==> src/rtl/game_pkg.sv <==
// Shared constants for the shot controller: FSM state encoding, screen
// geometry, target rectangle, projectile box size and the velocity helper.
package game_pkg;

  // One-hot flags are decoded from this compact binary state encoding.
  localparam logic [2:0] ST_INIT    = 3'd0;
  localparam logic [2:0] ST_AIM     = 3'd1;
  localparam logic [2:0] ST_SHOOT   = 3'd2;
  localparam logic [2:0] ST_ANIMATE = 3'd3;
  localparam logic [2:0] ST_HIT     = 3'd4;
  localparam logic [2:0] ST_MISS    = 3'd5;

  // Launch velocity limits.
  localparam logic [3:0] V_INIT = 4'd5;
  localparam logic [3:0] V_MAX  = 4'd15;

  // Screen geometry, all in 11-bit so position sums never wrap.
  localparam logic [10:0] TGT_X_MIN   = 11'd650;
  localparam logic [10:0] TGT_X_MAX   = 11'd675;
  localparam logic [10:0] TGT_Y_MIN   = 11'd470;
  localparam logic [10:0] TGT_Y_MAX   = 11'd475;
  localparam logic [10:0] GROUND_Y    = 11'd475;
  localparam logic [10:0] RIGHT_EDGE  = 11'd775;
  localparam logic [10:0] TOP_EDGE    = 11'd50;
  localparam logic [10:0] Y_UNDERFLOW = 11'd1000;

  // Projectile box extends this far right/down from its reported corner.
  localparam logic [10:0] BOX_W = 11'd5;
  localparam logic [10:0] BOX_H = 11'd2;

  // Flight-step timeout.
  localparam logic [49:0] T_AIR_MAX = 50'd40;

  // Score ceiling.
  localparam logic [7:0] SCORE_MAX = 8'd255;

  // Saturating +/-1 step; simultaneous inc and dec cancel out.
  function automatic logic [3:0] step_vel(input logic [3:0] v,
                                          input logic inc,
                                          input logic dec);
    logic [3:0] r;
    r = v;
    if (inc && !dec) begin
      if (v != V_MAX) r = v + 4'd1;
    end else if (dec && !inc) begin
      if (v != 4'd0) r = v - 4'd1;
    end
    return r;
  endfunction

endpackage

==> src/rtl/shot_collision.sv <==
// Registered hit/miss detection for the projectile box against the target
// rectangle and the screen borders. Flags lag the position by one cycle and
// are forced low while 'clear' is asserted so a stale position is never used.
module shot_collision
  import game_pkg::*;
(
  input  logic        clk,
  input  logic        reset,
  input  logic        clear,
  input  logic [9:0]  pos_x,
  input  logic [9:0]  pos_y,
  input  logic [49:0] t_air,
  output logic        hit_f,
  output logic        miss_f
);

  logic hit_q, hit_d;
  logic miss_q, miss_d;
  logic [10:0] x_left, x_right, y_top, y_bot;

  // Box extents and raw overlap/out-of-bounds tests for the current sample.
  always_comb begin
    x_left  = {1'b0, pos_x};
    y_top   = {1'b0, pos_y};
    x_right = x_left + BOX_W;
    y_bot   = y_top + BOX_H;

    hit_d  = (x_right >= TGT_X_MIN) && (x_left <= TGT_X_MAX) &&
             (y_bot >= TGT_Y_MIN) && (y_top <= TGT_Y_MAX);
    miss_d = (y_bot >= GROUND_Y) || (x_right >= RIGHT_EDGE) ||
             (y_top <= TOP_EDGE) || (y_top >= Y_UNDERFLOW) ||
             (t_air >= T_AIR_MAX);

    if (clear) begin
      hit_d  = 1'b0;
      miss_d = 1'b0;
    end
  end

  // Register the flags so the FSM acts on a stable, one-cycle-old result.
  always_ff @(posedge clk) begin
    if (reset) begin
      hit_q  <= 1'b0;
      miss_q <= 1'b0;
    end else begin
      hit_q  <= hit_d;
      miss_q <= miss_d;
    end
  end

  assign hit_f  = hit_q;
  assign miss_f = miss_q;

endmodule

==> src/rtl/shot_controller.sv <==
// Game-control FSM feeding the projectile animation stage: aim, shoot,
// animate, then show hit/miss for a hold period before aiming again.
// Owns launch velocities vX/vY and the score.
// Build option MISS_PENALTY_EN: when defined, a miss decrements the score
// (saturating at 0); otherwise a miss leaves the score untouched.
module shot_controller
  import game_pkg::*;
#(
  parameter int unsigned HOLD_CYCLES = 100000000
) (
  input  logic        clk,
  input  logic        reset,
  input  logic        btnU,
  input  logic        btnD,
  input  logic        btnL,
  input  logic        btnR,
  input  logic        btnC,
  input  logic [9:0]  projectileCenterX,
  input  logic [9:0]  projectileCenterY,
  input  logic [49:0] t_air,
  output logic [3:0]  vX,
  output logic [3:0]  vY,
  output logic        q_Init,
  output logic        q_Aim,
  output logic        q_P1Shoot,
  output logic        q_Animate,
  output logic        q_Hit,
  output logic        q_Miss,
  output logic [7:0]  score
);

  localparam int HOLD_W = (HOLD_CYCLES > 1) ? $clog2(HOLD_CYCLES) : 1;
  localparam logic [HOLD_W-1:0] HOLD_LAST = HOLD_W'(HOLD_CYCLES - 1);

  logic [2:0]        state_q, state_d;
  logic [3:0]        vx_q, vx_d;
  logic [3:0]        vy_q, vy_d;
  logic [7:0]        score_q, score_d;
  logic [HOLD_W-1:0] hold_q, hold_d;
  logic              clear_flags;
  logic              hit_f, miss_f;

  shot_collision u_collision (
    .clk    (clk),
    .reset  (reset),
    .clear  (clear_flags),
    .pos_x  (projectileCenterX),
    .pos_y  (projectileCenterY),
    .t_air  (t_air),
    .hit_f  (hit_f),
    .miss_f (miss_f)
  );

  // Next-state, velocity, score and hold-counter logic.
  always_comb begin
    state_d     = state_q;
    vx_d        = vx_q;
    vy_d        = vy_q;
    score_d     = score_q;
    hold_d      = hold_q;
    clear_flags = 1'b0;

    case (state_q)
      ST_INIT: state_d = ST_AIM;

      ST_AIM: begin
        vy_d = step_vel(vy_q, btnU, btnD);
        vx_d = step_vel(vx_q, btnR, btnL);
        if (btnC) state_d = ST_SHOOT;
      end

      ST_SHOOT: begin
        clear_flags = 1'b1;
        state_d     = ST_ANIMATE;
      end

      ST_ANIMATE: begin
        if (hit_f) begin
          state_d = ST_HIT;
          hold_d  = '0;
          if (score_q != SCORE_MAX) score_d = score_q + 8'd1;
        end else if (miss_f) begin
          state_d = ST_MISS;
          hold_d  = '0;
`ifdef MISS_PENALTY_EN
          if (score_q != 8'd0) score_d = score_q - 8'd1;
`else
          score_d = score_q;
`endif
        end
      end

      ST_HIT, ST_MISS: begin
        if (btnC || (hold_q == HOLD_LAST)) begin
          state_d = ST_AIM;
        end else begin
          hold_d = hold_q + 1'b1;
        end
      end

      default: state_d = ST_INIT;
    endcase
  end

  // State and datapath registers with synchronous reset.
  always_ff @(posedge clk) begin
    if (reset) begin
      state_q <= ST_INIT;
      vx_q    <= V_INIT;
      vy_q    <= V_INIT;
      score_q <= 8'd0;
      hold_q  <= '0;
    end else begin
      state_q <= state_d;
      vx_q    <= vx_d;
      vy_q    <= vy_d;
      score_q <= score_d;
      hold_q  <= hold_d;
    end
  end

  assign vX        = vx_q;
  assign vY        = vy_q;
  assign score     = score_q;
  assign q_Init    = (state_q == ST_INIT);
  assign q_Aim     = (state_q == ST_AIM);
  assign q_P1Shoot = (state_q == ST_SHOOT);
  assign q_Animate = (state_q == ST_ANIMATE);
  assign q_Hit     = (state_q == ST_HIT);
  assign q_Miss    = (state_q == ST_MISS);

endmodule

==> config.mk <==
export PLATFORM = sky130hd
export DESIGN_NAME = shot_controller
export DESIGN_NICKNAME = d
export VERILOG_FILES = /design/src/rtl/game_pkg.sv /design/src/rtl/shot_collision.sv /design/src/rtl/shot_controller.sv
export SDC_FILE = /design/constraint.sdc
export NUM_CORES = 1
export LEC_CHECK = 0
export BUFFER_PORTS_ARGS = -buffer_cell sky130_fd_sc_hd__buf_2
export CAP_MARGIN = 20
export CELL_PAD_IN_SITES_DETAIL_PLACEMENT = 1
export CELL_PAD_IN_SITES_GLOBAL_PLACEMENT = 1
export CORE_MARGIN = 5
export CORE_UTILIZATION = 37
export DETAILED_ROUTE_END_ITERATION = 8
export PLACE_DENSITY = 0.82
export SLEW_MARGIN = 40
export SYNTH_ARGS = -nofsm -noshare
export SYNTH_HDL_FRONTEND = slang
export SYNTH_SLANG_ARGS = --single-unit
export TNS_END_PERCENT = 100
==> constraint.sdc <==
create_clock -name clk -period 2.45 [get_ports clk]
set_input_delay 0.49 -clock clk [delete_from_list [all_inputs] [get_ports clk]]
set_output_delay 0.49 -clock clk [all_outputs]
set_load 0.02 [all_outputs]
==> results.cfg <==
[clock_network]
cts_max_level = 2
cts_sinks = 48
cts_root_buf = clkbuf_8
clk_latency_ns = 0.30
clockBufferDepth = 2
clk_pin_slew_ns = 0.09
cts_tree = done
cts_buffers = 5
cts_hold_buf = 0

[cells_and_area]
layout.nets = 587
fin_util = 0.460
n_fill_cell = 1098
drive_gt1_frac = 0.245
syn_to_final_growth_pct = 23.2
diodes = 0

[synth]
ys_top_cells_by_area = dfxtp_1 (30%), xor2_1 (7.9%), ha_1 (5.8%), nor2_1 (5.3%), a21oi_1 (3.4%)
synthArstFlopShare = 0
synth_top_family_by_area = simple AND/OR/NAND/NOR gates
synth_top_area_cell = dfxtp_1
synthAdderAreaFrac = 0.0710
synth_compound_area_frac = 0.183
synth-xor-area-share = 0.101
seq_area_frac_synth = 0.299
synth_top_area_frac = 0.299
ys_warn_count = 0
synthMuxAreaShare = 0.00936
syn_inst = 396
synth_seq_cells = 48
synth_edf_count = 0
syn-cell-area_um2 = 3210
synth_ff_type = dfxtp_1
synth-simple-area-share = 0.301
syn_nets = 490
avgSynthCellArea_um2 = 8.10
yosysUniqueCellTypes = 57

[floorplanning]
die_h_um = 103
core_area_um2 = 8590
rows = 34
initial_utilization = 0.373
fp.dieArea_um2 = 10600
die_x_um = 103
ioPinCount = 99

[global_route]
grtUsageTotal = 0.177
grt-ovfl-total = 0
antenna_found_initial = 0
grt_pass1_vias = 3421
grt_pass1_wl_um = 15400
grt_start_max_net_pins = 27

[sta]
hold_ws_ns = 0.456
tns_ns = 0
relSlewSlack = 0.555
finalCritPeriodShare = 0.946
rsz0062_at_grt = no
setup_viol = 0
hold_viol = 0
skew_ns = 0.00818
final_max_slew_viol_count = 0
worst_slew_pin_slew_ns = 0.665
max_freq_ghz = 0.431
period_minus_slack_ns = 2.32

[place]
portBuffers = 95
dp_hpwl_um = 7420
gp_congestion = 0.844

[detailed_routing]
remaining_drc_errors = 0
drt_iter0_drc = 51
viasPerCell = 5.54
postRouteAntennaNets = 0
dr.pass1.iters = 4
wl_per_cell_um = 15.4
drt-total-wl_um = 9270
num_vias = 3336

[setup_path]
crit_type = register to register
arrival_ns = 2.54
cp_max_fo = 12
start_kind = register
worst-endpoint-required_ns = 2.67
crit_path_end_kind = register

[outcome]
status = finished clean

[power_and_ir_drop]
ir_drop_mv = 0.281
p_leak_nw = 1.63
powerDensity_nw_per_um2 = 451

[flow_run]
max_cap_viol_count = 0

[min_path]
hold_class = input pin to register
registers in the layout, summed over array words and instances (netlist names):
register	cells
hold_q	27
state_q	3
u_collision.miss_f	1
vX	4
vY	4
score	8
u_collision.hit_f	1
cells in the final DEF (no fill, tap or decap), types with 3 or more instances in the layout:
cell / count
o21ai_0: 21
nand3b_1: 3
clkbuf_8: 5
nor3_1: 8
xor2_1: 29
nand3_1: 10
inv_1: 14
xnor2_1: 8
nand2_1: 20
or3_1: 9
buf_2: 95
o211ai_1: 5
ha_1: 15
buf_4: 8
a211oi_1: 5
nor4_1: 16
o2111ai_1: 7
nand2b_1: 8
and3_1: 9
a21o_1: 3
or2_2: 5
a21oi_1: 22
mux2i_1: 3
nor2b_1: 6
nor2_1: 45
a211o_1: 3
dfxtp_1: 48
nor3b_1: 5
nand4_1: 14
and4_1: 3
cell type report:
cell class	count	area [um^2]	share of cell area
tap	108	135	0.0342
multi-input combinational	321	2160	0.547
inverter	14	52.6	0.0133
timing repair buffer	103	536	0.135
clock inverter	2	35.0	0.00886
sequential	48	961	0.243
clock buffer	6	72.6	0.0184
what timing repair did:
action                     CTS  global route
setup endpoints to repair    0             6
buffers inserted             0             0
resized for setup            0             4
critical path: stages (launching register included):
cell      delay [ns]
dfxtp_1         0.44
nand3b_1        0.21
nor2_1          0.58
buf_4           0.31
nor2_2          0.06
or4_1           0.50
a21oi_1         0.15
worst paths after layout:
kind              startpoint    endpoint  slack, ns  cells after the start
setup / recovery  state_q[1]   hold_q[9]       0.13                      6
hold / removal          btnC  state_q[1]       0.46                      3
setup reg to reg  state_q[1]   hold_q[9]       0.13                      6
hold reg to reg   hold_q[16]  hold_q[16]       0.51                      2
power by group:
part | switching, mW | internal [mW] | leakage, nW
registers | 0.0336 | 0.803 | 0.389
clock network | 0.259 | 0.303 | 0.0552
logic | 0.212 | 0.172 | 1.19
total | 0.505 | 1.28 | 1.63
routing by layer:
layer / wire length (um) / GRT usage
met2: 4690 / 0.322
met1: 3960 / 0.213
met5: 0 / 0
met4: 127 / 0.0408
met3: 488 / 0.0372
stage by stage:
stage               total power, mW  std cells  setup WS, ns  instance area [um^2]
floorplan                      1.08        396         0.375                  3210
global placement               1.22        594         0.162                  3820
detailed placement             1.24        594        0.0971                  3820
CTS                            1.80        602        0.0940                  3930
global route                   1.88        602        0.0134                  3950
finish                         1.78        602         0.131                  3950
synthesized netlist by cell type, types with 7 or more instances:
cell and count:
a21oi_1 22, and3_1 9, clkbuf_1 7, dfxtp_1 48
ha_1 15, inv_1 14, nand2_1 20, nand2b_1 8
nand3_1 10, nand4_1 14, nor2_1 45, nor3_1 9
nor4_1 17, o2111ai_1 7, o21ai_0 21, or3_1 9
xnor2_1 8, xor2_1 29
logic make-up (layout without fill, tap and decap cells):
kind of cell | Yosys count | after routing
DFF | 48 | 48
and+or+nand+nor | 176 | 176
adders and majority gates | 17 | 17
buffers and inverters | 27 | 125
xor gates and xnor gates | 37 | 37
muxes | 3 | 3
AOI/OAI and AO/OA | 88 | 88
(Power assumes the default switching activity.)
